--- config.mk ---
export PLATFORM = sky130hd
export DESIGN_NAME = fetch_sequencer
export DESIGN_NICKNAME = d
export VERILOG_FILES = /design/src/rtl/fetch_sequencer.sv
export SDC_FILE = /design/constraint.sdc
export NUM_CORES = 1
export LEC_CHECK = 0
export BUFFER_PORTS_ARGS = -buffer_cell sky130_fd_sc_hd__buf_2
export CAP_MARGIN = 25
export CORE_MARGIN = 1.5
export CORE_UTILIZATION = 30
export CTS_BUF_LIST = sky130_fd_sc_hd__clkbuf_8
export DETAILED_ROUTE_END_ITERATION = 8
export HOLD_SLACK_MARGIN = 0.08
export PLACE_DENSITY_LB_ADDON = 0.05
export SLEW_MARGIN = 20
export SYNTH_ARGS = -nofsm -noshare
export SYNTH_HDL_FRONTEND = slang
export SYNTH_SLANG_ARGS = --single-unit
--- constraint.sdc ---
create_clock -name clk -period 3.3 [get_ports clk]
set_input_delay 0.165 -clock clk [delete_from_list [all_inputs] [get_ports clk]]
set_output_delay 0.165 -clock clk [all_outputs]
set_load 0.005 [all_outputs]
--- src/rtl/fetch_sequencer.sv ---
// Instruction-fetch sequencer: PC, ROM address/enable, one-entry output buffer toward decode.
// Latency 1 cycle from rom_addr to out_valid; fetch stalls while the buffer is full and not being consumed.
module fetch_sequencer #(
    parameter int          ADDR_W   = 7,
    parameter int          DATA_W   = 32,
    parameter int unsigned RESET_PC = 0,
    parameter int unsigned PC_STEP  = 4
) (
    input  logic              clk,
    input  logic              rst,
    input  logic              start,
    output logic [ADDR_W-1:0] rom_addr,
    output logic              rom_en,
    input  logic [DATA_W-1:0] rom_data,
    output logic              out_valid,
    input  logic              out_ready,
    output logic [DATA_W-1:0] out_instr,
    output logic [ADDR_W-1:0] out_pc,
    input  logic              redirect_valid,
    input  logic [ADDR_W-1:0] redirect_pc,
    output logic              halted
);

    localparam logic [1:0] S_IDLE  = 2'd0;
    localparam logic [1:0] S_FETCH = 2'd1;
    localparam logic [1:0] S_HALT  = 2'd2;

    localparam logic [ADDR_W-1:0] PC_RST  = ADDR_W'(RESET_PC);
    localparam logic [ADDR_W-1:0] PC_INC  = ADDR_W'(PC_STEP);
    localparam logic [ADDR_W-1:0] ALIGN_M = ~ADDR_W'(3);

    logic [1:0]        state_q, state_d;
    logic [ADDR_W-1:0] pc_q, pc_d;
    logic              out_valid_q, out_valid_d;
    logic [DATA_W-1:0] out_instr_q, out_instr_d;
    logic [ADDR_W-1:0] out_pc_q, out_pc_d;

    logic              redir;
    logic              load;
    logic [ADDR_W-1:0] redir_tgt;

    assign redir_tgt = redirect_pc & ALIGN_M;
    assign redir     = redirect_valid && ((state_q == S_IDLE) || (state_q == S_FETCH));
    // A redirect in FETCH suppresses the load so the stale fall-through word is never emitted.
    assign load      = (state_q == S_FETCH) && (!out_valid_q || out_ready) && !redirect_valid;

    always_comb begin
        state_d     = state_q;
        pc_d        = pc_q;
        out_valid_d = out_valid_q;
        out_instr_d = out_instr_q;
        out_pc_d    = out_pc_q;

        if (redir) begin
            pc_d        = redir_tgt;
            out_valid_d = 1'b0;
        end else if (load) begin
            if (rom_data == '0) begin
                state_d     = S_HALT;
                out_valid_d = 1'b0;
            end else begin
                out_instr_d = rom_data;
                out_pc_d    = pc_q;
                out_valid_d = 1'b1;
                pc_d        = pc_q + PC_INC;
            end
        end else if (out_valid_q && out_ready) begin
            out_valid_d = 1'b0;
        end

        if ((state_q == S_IDLE) && start) begin
            state_d = S_FETCH;
        end
        if (state_q == 2'd3) begin
            state_d = S_IDLE;
        end
    end

    always_ff @(posedge clk or posedge rst) begin
        if (rst) begin
            state_q     <= S_IDLE;
            pc_q        <= PC_RST;
            out_valid_q <= 1'b0;
            out_instr_q <= '0;
            out_pc_q    <= '0;
        end else begin
            state_q     <= state_d;
            pc_q        <= pc_d;
            out_valid_q <= out_valid_d;
            out_instr_q <= out_instr_d;
            out_pc_q    <= out_pc_d;
        end
    end

    assign rom_addr  = pc_q;
    assign rom_en    = (state_q == S_FETCH);
    assign halted    = (state_q == S_HALT);
    assign out_valid = out_valid_q;
    assign out_instr = out_instr_q;
    assign out_pc    = out_pc_q;

endmodule

==> run summary, run 1 <==
The CTS buffer count is 5. The total buffers and inverters traversed by the critical path came out at 2. The aggregate global routing overflow is 0. Clock-pin slew was measured on the worst setup and hold paths at 0.08 ns. In this run the cell area of the synthesized design comes to 1940 um2.

Setup violations remaining at the end of the flow were counted as 0. Counting I/O delays and the setup requirement, the final critical path takes 1.99 ns. The footprint of the multi-input gates is 752 um2. The setup TNS is 0 ns. For this run, asynchronously set or reset flops after synthesis account for 1.00. Setup repair after global routing left no endpoint under its margin.

In this run the count of I/O pins placed on the die edge is 93. The fraction of synthesized cell area taken by the top area cell type came out at 0.580. The synthesis-to-finish area growth came out at 30.6%.

The die is 83.5 um tall. In this run the worst setup path terminates at out_instr[8]. The max-slew violation count is 0. The highest attainable clock frequency is 503 MHz. The number of antenna violations at the first check in global routing came to 0.

Across the run, the number of max-cap violations was 0. The utilization after layout is 0.402. In the routed design, unresolved DRC markers number 0. The transition time at the pin with the least slew margin came out at 0.654 ns.

The first global-routing pass estimated 7.42 mm of wire. The cell area after placement is 2420 um2. The number of antenna diodes came out at 0.

The global-route total usage across every layer came out at 0.134. The cell family contributing the most delay on the critical path is simple AND/OR/NAND/NOR gates. The slowest stage of the critical path belongs to the cell o21ai_2. The number of DRC markers after the initial detailed-route iteration is 29.

Across all register-to-register paths, the minimum setup slack is 1.35 ns. STA classifies the critical path startpoint as an input pin. The initial utilization of the core area, before any placement, comes to 0.308. The flow ran to the end, and the final reports show no timing, DRC or antenna violations.

The netlist uses 30 different library cells. The count of endpoints failing hold in the final timing report was 0. The number of levels in the clock H-tree came out at 2. In this run the number of cells on the critical path is 6.

The number of filler instances in the final layout came out at 632. The launch point of the worst path is rom_data[5]. The global placement routability congestion came out at 0.740. Of the available clock period, the critical path in the final layout requires 0.602.

At the end of the flow, the number of nets in the layout was 274. The number of standard cells after synthesis came out at 137. The later-pin clock latency in the skew report is 0.29 ns.

In this run the most critical hold path is launched from rom_data[16]. At the worst endpoint, the arrival time is 2.16 ns. The maximum number of buffers from clock root to sink is 2. The post-cts resize count is 0. The largest net degree at the start of global routing is 46. The critical path goes through buf_2, nor4_1, nand4_1, o21ai_2, buf_4, mux2_2. The maximum single-stage delay on the critical path is 0.49 ns. In this run, synthesis inferred 0 flip-flops with an integrated enable. The share of layout cells above drive strength 1 is 0.607.

The type of destination of the critical path is a flip-flop. The count of nets left with antenna violations once routing finished came out at 0. In this run the power density over the cells is 509 nW/um2. The TritonCTS sink count is 45. The worst-case IR drop observed on VDD is 0.184 mV. The most common flop cell mapped by yosys is dfrtp_1.

The via count of the first global-routing pass came out at 1,534. In the post-synthesis netlist, the biggest area contributors are dfrtp_1 (58%), mux2_2 (22%), nor4_1 (2.3%), buf_4 (1.5%), buf_6 (1.2%). The estimated wirelength of the detail-placed design came out at 3.42 mm. The sequential share of the synthesized area is 0.580. The final instance area is 2540 um2.

The leakage component of the power came out at 1.20 nW. The floorplan core area came out at 6310 um2. The top fanout value on the critical path came out at 16.

The maximum clock skew at final layout came out at 0.00754 ns. In this run the critical register-to-register path is captured at out_instr[13]. Detailed routing inserted a total of 1,420 vias.

The worst register-to-register path begins at out_valid. The largest total area in the synthesized netlist belongs to dfrtp_1. The routed wire length came out at 4.42 mm. The area of the die is 6960 um2. The number of warnings reported in the yosys synthesis log came out at 0.

The standard-cell row count is 29. The number of port buffers is 86. The kind of critical path is in2reg. TritonCTS built the clock tree. The synthesized flop and latch total is 45. The count of cells along the worst register-to-register path came out at 4.

The storage element area came out at 1130 um2. The horizontal die dimension is 83.5 um. The min-delay analysis places its worst path in the category in2reg.

In this run the tightest slew margin relative to its limit is 0.563. The root cell of the clock tree is clkbuf_8. The detailed-routing iteration count for the pre-antenna-repair pass came out at 2. The data required time at the worst endpoint came out at 3.47 ns. Dividing the detail-routed via count by the number of cells gives 4.64. The detailed-route wire length per cell came out at 14.5 um.

The mean cell area of the mapped netlist came out at 14.2 um2.
## how the worst min path moves through the flow
stage / to / slack (ns) / depth (start not counted)
after floorplan: out_instr[0] / 0.32 / 1
after global routing: out_instr[17] / 0.11 / 2
final: out_instr[16] / 0.12 / 2
after detailed placement: out_instr[16] / 0.42 / 2
after CTS: out_instr[16] / 0.11 / 2
after global placement: rom_addr[2] / 0.41 / 3
## cells by family (layout without fill, tap and decap cells)
kind of cell / after synthesis / after routing / synth area share
AOI/OAI and AO/OA: 11 / 11 / 0.0470
xor gates and xnor gates: 2 / 2 / 0.00902
adders and majority gates: 1 / 1 / 0.00644
buffers and inverters: 9 / 98 / 0.0387
DFF: 45 / 45 / 0.580
muxes: 38 / 38 / 0.220
other: 1 / 4 / 0.00193
and+or+nand+nor: 30 / 30 / 0.0966
## routing by layer
metal / part of all wire / vias to the layer above / GRT usage
met5: 0 / - / 0
met2: 0.49 / 55 / 0.226
met1: 0.41 / 683 / 0.163
li1: - / 676 / -
met4: 0.013 / 0 / 0.0402
met3: 0.079 / 6 / 0.0465
## report_power, final
part	switching (mW)	leakage, nW	internal, mW
clock network	0.171	0.0485	0.163
registers	0.0468	0.523	0.635
logic	0.115	0.624	0.158
total	0.333	1.20	0.957
## registers in the layout, summed over array words and instances (netlist names)
name       cells
out_instr     32
out_pc         5
out_valid      1
rom_addr       5
state_q        2
## layout by cell type (no fill, tap or decap), drive strengths merged, types with 3 or more instances in the layout
master   n
inv      3
nand2    6
conb     4
buf     88
dfrtp   45
clkbuf   6
mux2    38
o21ai    4
nor4     8
nor2     5
## metrics by stage
step / total power, mW / std cells / worst slack (ns) / hold WS [ns]
after floorplan: 0.833 / 140 / 1.60 / 0.315
after global placement: 0.958 / 297 / 0.984 / 0.411
after detailed placement: 0.969 / 297 / 0.941 / 0.420
after CTS: 1.31 / 304 / 1.26 / 0.110
after global routing: 1.37 / 306 / 1.11 / 0.112
final: 1.29 / 306 / 1.31 / 0.117
## layout make-up
type	instances	area share
Sequential cell	45	0.444
Clock buffer	6	0.0326
Tap cell	77	0.0380
Timing Repair Buffer	89	0.185
Multi-Input combinational cell	86	0.296
Inverter	2	0.00296
Clock inverter	1	0.00148
## cells in the mapped netlist, types with 2 or more instances
cell type / instances
nand2_1: 6
o21ai_0: 2
nand4_1: 2
nor4_1: 7
inv_1: 2
nand3_1: 2
nor2_1: 5
and4_1: 2
xnor2_1: 2
buf_4: 4
dfrtp_1: 45
a31oi_1: 2
mux2_2: 38
buf_6: 2
## what timing repair did
action,in CTS,in global routing
buffers inserted,0,0
hold buffers,0,1
endpoints found under the hold margin,0,16
No activity file was read; power rests on OpenSTA's default activity.
==> run 2: changes to the inputs <==
--- a/config.mk
+++ b/config.mk
@@ -5,6 +5,7 @@
 export SDC_FILE = /design/constraint.sdc
 export NUM_CORES = 1
 export LEC_CHECK = 0
+export ABC_AREA = 1
 export BUFFER_PORTS_ARGS = -buffer_cell sky130_fd_sc_hd__buf_2
 export CAP_MARGIN = 25
 export CORE_MARGIN = 1.5
==> constraint.sdc (replaced) <==
create_clock -name clk -period 1.93 [get_ports clk]
set_input_delay 0.0965 -clock clk [delete_from_list [all_inputs] [get_ports clk]]
set_output_delay 0.0965 -clock clk [all_outputs]
set_load 0.005 [all_outputs]
==> run summary, run 2 <==
The run finished with clean final reports. The detailed-route vias per instance came out at 4.32. The critical path startpoint category is an input pin. The number of filler instances in the final layout came out at 724. The via count is 2,050. The die outline height came out at 86.8 um. The number of primary I/O pins came out at 93. The final critical path time including I/O delays and setup is 1.72 ns. Leaving out fill and tap cells, the most frequent cell in the layout is nand2_1. The final instance area is 3030 um2. The count of flip-flops with a built-in enable after synthesis came out at 0. Setup repair after global routing left no endpoint under its margin. By count the netlist is led by nand2_1 (99), nand3_1 (48), dfrtp_1 (45), nor2_1 (21), o21ai_0 (10).

The count of unique library cells instantiated by Yosys is 20. The worst-case IR drop observed on VDD is 0.252 mV. The maximum clock skew at final layout is 0.00580 ns.

The number of port buffers came out at 86. The fraction of registers with async set/reset is 1.00. Of all cell types, the one taking the most synthesized area is dfrtp_1. The leakage component of the power came out at 1.74 nW.

For this run, the share of the core covered by cells in the final layout is 0.446. In the final routed layout, each cell accounts on average for 12.3 um. The number of warnings reported in the yosys synthesis log came out at 0.

Once placement finished, the instance area stood at 2630 um2. The global placement routability congestion is 0.683. The number of antenna diodes in the final layout is 0. The first detailed-routing pass ran for 4 iterations.

The via count of the first global-routing pass came to 1,925. The number of DRC markers after the initial detailed-route iteration came out at 103. The highest attainable clock frequency came out at 582 MHz. The highest-delay cell along the critical path is dlygate4sd3_1. Hold is met by 0.0981 ns.

The fraction of synthesized cell area taken by the top area cell type came out at 0.535. The share of layout cells above drive strength 1 is 0.280. STA puts the critical path data required time at 2.12 ns. The clock transition time at the flip-flop clock pins of the worst setup and hold paths is 0.08 ns.

The register with the most flip-flops in the layout has 32 of them. The count of endpoints failing hold in the final timing report is 0. The worst setup path is captured at a flip-flop. Leaving out fill and tap cells, the most frequent cells in the layout are nand2_1 (99), buf_2 (86), nand3_1 (48). The TritonCTS sink count came out at 45. The mean cell area of the mapped netlist came out at 8.10 um2. The setup TNS came out at 0 ns.

In this run the worst path has a maximum fanout of 23. Counting cells, the worst reg-to-reg path comes to 7. The area of the die is 7530 um2.

The transition time at the pin with the least slew margin is 0.606 ns. The horizontal die dimension came out at 86.8 um. The worst hold path belongs to the class in2reg.

The count of nets after finishing came out at 424. STA puts the critical path data arrival time at 1.91 ns. The area of the mapped netlist came out at 2110 um2.

The max-capacitance violation count is 0. The floorplan has 30 rows. The number of remaining DRC errors is 0. The estimated wirelength of the detail-placed design came out at 3.95 mm.

The worst setup timing slack at the placement stage came out at 0.426 ns. For this design the ratio of total power to cell area is 551 nW/um2. The number of setup violations in the final report is 0. Clock tree synthesis inserted a total of 5 buffers.

Clock latency on the worst-skew pair, taken at its later pin, is 0.29 ns. TritonCTS built the clock tree. In the global route stage, overall resource usage came out at 0.163. The core region is 6790 um2. The share of the cycle needed by the critical path after routing is 0.891. The count of antenna-violating nets left after detailed routing is 0. The dominant cell by count in the synthesized netlist is nand2_1. The maximum single-stage delay on the critical path is 0.54 ns. In this run the tightest slew margin relative to its limit is 0.592. For this configuration, the core starts out at a cell density of 0.310. The number of antenna violations at the first check in global routing was 0. The cell sitting at the root of the clock tree is a clkbuf_8. The max-slew violation count was 0.

The critical path goes through dlygate4sd3_1, buf_2, nor2_1, nand2_1, nor2_1, nand2_1, nor2_1, inv_1, buf_4, nand3_1, nand2_1. The routed wire length is 5.85 mm. After synthesis, the cell types taking the most area are dfrtp_1 (53%), nand2_1 (18%), nand3_1 (11%), nor2_1 (3.7%), o21ai_0 (2.4%). The largest net degree at the start of global routing is 35. The most common flop cell mapped by yosys is dfrtp_1.

Of the synthesized area, sequential elements account for 0.535. The synthesized design contains 45 register bits. From synthesis to final layout, the design area changed by 44.0%. The aggregate global routing overflow came out at 0.

The number of levels in the clock H-tree came out at 2. The maximum number of buffers from clock root to sink is 2. The first-pass GRT wire length came out at 9.47 mm. The number of cells traversed by the worst hold path is 3. The final critical-path setup slack is 0.210 ns.

The number of standard cells after synthesis is 260. The critical path is of the in2reg type.
[run 2: changes by cell type in the layout (fill, tap and decap cells not counted), sizes merged, moves of 5 or more]
cell	delta
nor4	-8
inv	+8
nand3	+46
nand2	+94
buf	+5
o21ai	+8
nor2	+18
mux2	-38
dlygate4sd3	+31
[run 2: power by group]
group / switching, mW / leakage (nW) / internal, mW / total, mW
registers: 0 / 0.624 / 0.942 / 0.942
clock network: 0.309 / 0.0485 / 0.279 / 0.589
logic: 0.0586 / 1.07 / 0.0811 / 0.140
total: 0.368 / 1.74 / 1.30 / 1.67
[run 2: critical path, delay by kind of cell]
kind	cells	cell delay, ns
buf+inv	4	0.97
simple gates	7	0.82
[run 2: worst paths after layout]
| check | start | end | slack (ns) |
|---|---|---|---|
| setup / recovery | rom_data[0] | out_pc[4] | 0.21 |
| hold / removal | rom_data[12] | out_instr[12] | 0.1 |
| setup reg to reg | state_q[1] | rom_addr[4] | 0.45 |
| hold reg to reg | out_instr[20] | out_instr[20] | 0.48 |
| max in group asynchronous | rst | out_instr[21] | 1.08 |
| min in group asynchronous | rst | rom_addr[5] | 0.36 |
[run 2: area by class of cell]
| type | instances | area (um2) | share of cell area |
|---|---|---|---|
| Clock buffer | 6 | 82.6 | 0.0272 |
| Clock inverter | 1 | 3.75 | 0.00124 |
| Inverter | 10 | 37.5 | 0.0124 |
| Multi-Input combinational cell | 192 | 846 | 0.279 |
| Sequential cell | 45 | 1130 | 0.371 |
| Tap cell | 96 | 120 | 0.0396 |
| Timing Repair Buffer | 125 | 816 | 0.269 |
[run 2: timing repair]
| action | 4_1_cts | 5_1_grt |
|---|---|---|
| resized for setup | 0 | 0 |
| buffers inserted | 0 | 0 |
| endpoints found under the hold margin | 51 | 0 |
| hold buffers | 32 | 0 |
[run 2: logic make-up (layout without fill, tap and decap cells)]
logic type | count (synthesis) | after routing | synth area share
simple gates | 173 | 173 | 0.347
flops | 45 | 45 | 0.535
buf+inv | 26 | 142 | 0.0725
compound gates | 13 | 13 | 0.0339
fa+ha+maj | 1 | 1 | 0.00594
other cells | 1 | 4 | 0.00178
xor+xnor | 1 | 1 | 0.00416
[run 2: per-layer routing]
layer	wire length, um	global-route usage	part of all wire
met5	0	0	0
met4	65	0.0440	0.011
met3	247	0.0381	0.042
met2	2720	0.259	0.46
met1	2820	0.221	0.48
[run 2: per-stage QoR]
step	instances	power, mW
finish	475	1.67
global route	475	1.75
CTS	475	1.70
detailed placement	436	1.05
global placement	436	1.05
floorplan	263	0.993
==> run 3: changes to the inputs <==
--- a/config.mk
+++ b/config.mk
@@ -8,8 +8,10 @@
 export ABC_AREA = 1
 export BUFFER_PORTS_ARGS = -buffer_cell sky130_fd_sc_hd__buf_2
 export CAP_MARGIN = 25
+export CELL_PAD_IN_SITES_DETAIL_PLACEMENT = 1
+export CELL_PAD_IN_SITES_GLOBAL_PLACEMENT = 2
 export CORE_MARGIN = 1.5
-export CORE_UTILIZATION = 30
+export CORE_UTILIZATION = 26
 export CTS_BUF_LIST = sky130_fd_sc_hd__clkbuf_8
 export DETAILED_ROUTE_END_ITERATION = 8
 export HOLD_SLACK_MARGIN = 0.08
==> run summary, run 3 (synthesis gave the netlist of run 2 again) <==
The flow ran to the end, and the final reports show no timing, DRC or antenna violations. Traced cell by cell, the critical path runs through dlygate4sd3_1, buf_2, nor2_1, nand2_1, nor2_1, nand2_1, nor2_2, inv_2, buf_12, nand3_1, nand2_1. The worst hold path begins at rom_data[8].

The floorplan core area came out at 7770 um2. The detailed-routing iteration count for the pre-antenna-repair pass came out at 4. The clock transition time at the flip-flop clock pins of the worst setup and hold paths is 0.09 ns. The TritonCTS sink count came out at 45. The min-delay analysis places its worst path in the category in2reg. The total power divided by cell area is 592 nW/um2. The number of levels in the clock H-tree is 2. The largest net degree at the start of global routing came out at 29. Summed over all layers, the global routing overflow is 0. The via count of the first global-routing pass came out at 2,132. The via count came out at 2,069.

The arrival time of the worst setup path came out at 1.94 ns. VDD sags by at most 0.242 mV. The startpoint of the worst-slack reg-to-reg timing path is state_q[1]. Leaving out fill and tap cells, the most frequent cell in the layout is nand2_1. After detailed routing, the average wire length per cell comes to 13.2 um.

The number of port buffers came out at 86. The maximum single-stage delay on the critical path is 0.54 ns. The max-slew violation count is 0. The setup TNS came out at 0 ns. The first-pass GRT wire length is 10.6 mm. Leaving out fill and tap cells, the most frequent cells in the layout are nand2_1 (99), buf_2 (86), nand3_1 (48). With fillers left out, the area of the finished cells amounts to 3090 um2.

Measured against its own limit, the worst slew margin works out to 0.603. In the global route stage, overall resource usage came out at 0.156. Counting along the longest clock path gives a buffer depth of 2. The share of layout cells above drive strength 1 came out at 0.284. The share of the cycle needed by the critical path after routing is 0.903. The number of primary I/O pins is 93. TritonCTS built the clock tree. The cell area after placement is 2640 um2. In this design, the critical path's most frequently occurring cell is nand2_1. The maximum clock skew at final layout is 0.00911 ns. The post-CTS repair timing setup buffer count is 0.

The number of antenna diodes came out at 0. The largest individual stage delay along the critical path comes from the cell dlygate4sd3_1. The die is 93.0 um tall.

For this design the static power due to leakage is 1.76 nW. The number of setup violations in the final report came out at 0. Using the TritonRoute via totals, the vias-per-cell ratio works out to 4.29. The flip-flop count of the largest register, all copies and words added is 32. For the worst setup path, the data required time is 2.12 ns. The launch point of the worst path is rom_data[0]. The highest attainable clock frequency came out at 574 MHz. The max-capacitance violation count came out at 0. Grouping stages by cell kind, the critical path spends the most delay in buffers and inverters.

The power after layout is 1.83 mW. The number of antenna violations at the first check in global routing was 0. The critical path startpoint category is an input pin. The area of the die is 8650 um2. The standard-cell row count came out at 32. The global placement routability congestion is 0.748. The final critical path time including I/O delays and setup came out at 1.74 ns. The number of buffers and inverters on the critical path is 4. The transition time at the pin with the least slew margin is 0.590 ns. The final layout contains 424 nets.

The initial utilization of the core area, before any placement, comes to 0.271. The routed wire length is 6.39 mm. The cell sitting at the root of the clock tree is a clkbuf_8. The top fanout value on the critical path came out at 25. Counting the buffers created by CTS gives 5. The setup path with the least slack is of type in2reg. The count of antenna-violating nets left after detailed routing is 0. The estimated wirelength of the detail-placed design is 4.41 mm. The number of remaining DRC errors came out at 0.

The horizontal die dimension is 93.0 um. The synthesis-to-finish area growth is 46.6%. Setup repair after global routing left no endpoint under its margin. The worst setup path is captured at a flip-flop.

The number of DRC markers after the initial detailed-route iteration came out at 50. The later-pin clock latency in the skew report came out at 0.30 ns. The count of endpoints failing hold in the final timing report is 0.
==> run 3: path summary, 6_finish.rpt <==
check	end	slack [ns]	cells after the start
worst max register to register	rom_addr[2]	0.44	7
worst min register to register	out_instr[18]	0.48	2
min in group asynchronous	out_instr[21]	0.36	3
worst max-delay path	out_instr[7]	0.19	11
max in group asynchronous	rom_addr[5]	1.07	4
worst min-delay path	out_instr[8]	0.11	3
==> run 3: power by group <==
| part | leakage (nW) | internal, mW | switching (mW) |
|---|---|---|---|
| logic | 1.07 | 0.0825 | 0.0611 |
| clock network | 0.0626 | 0.417 | 0.325 |
| registers | 0.624 | 0.942 | 0 |
| total | 1.76 | 1.44 | 0.386 |
==> run 3: per-layer routing <==
metal / share of wire / up-vias / global-route usage
li1: - / 1056 / -
met1: 0.47 / 960 / 0.205
met2: 0.48 / 48 / 0.263
met3: 0.041 / 5 / 0.0301
met4: 0.0080 / 0 / 0.0379
met5: 0 / - / 0
==> run 3: timing repair <==
item | in CTS | in global routing
hold endpoints to repair | 52 | 0
endpoints found under the setup margin | 0 | 25
resized for setup | 0 | 2
hold buffers | 33 | 0
==> run 3: metrics by stage <==
step,util,cells,setup slack [ns],hold slack [ns]
after floorplan,-,263,0.651,0.234
after global placement,0.340,441,0.305,0.156
after detailed placement,0.340,441,0.268,0.155
after CTS,0.397,482,0.0345,0.0980
after global routing,0.397,482,0.0378,0.119
final,0.397,482,0.186,0.111
==> run 3: worst min-delay path, stage by stage <==
cell and delay, ns:
buf_2 0.10, inv_1 0.07, o21ai_0 0.09
==> run 3: final cells by class <==
class | count | area [um2]
timing repair buffer | 125 | 831
fill | 980 | 4680
multi-input combinational | 192 | 848
sequential | 45 | 1130
clock buffer | 6 | 82.6
clock inverter | 2 | 33.8
inverter | 10 | 37.5
tap | 102 | 128
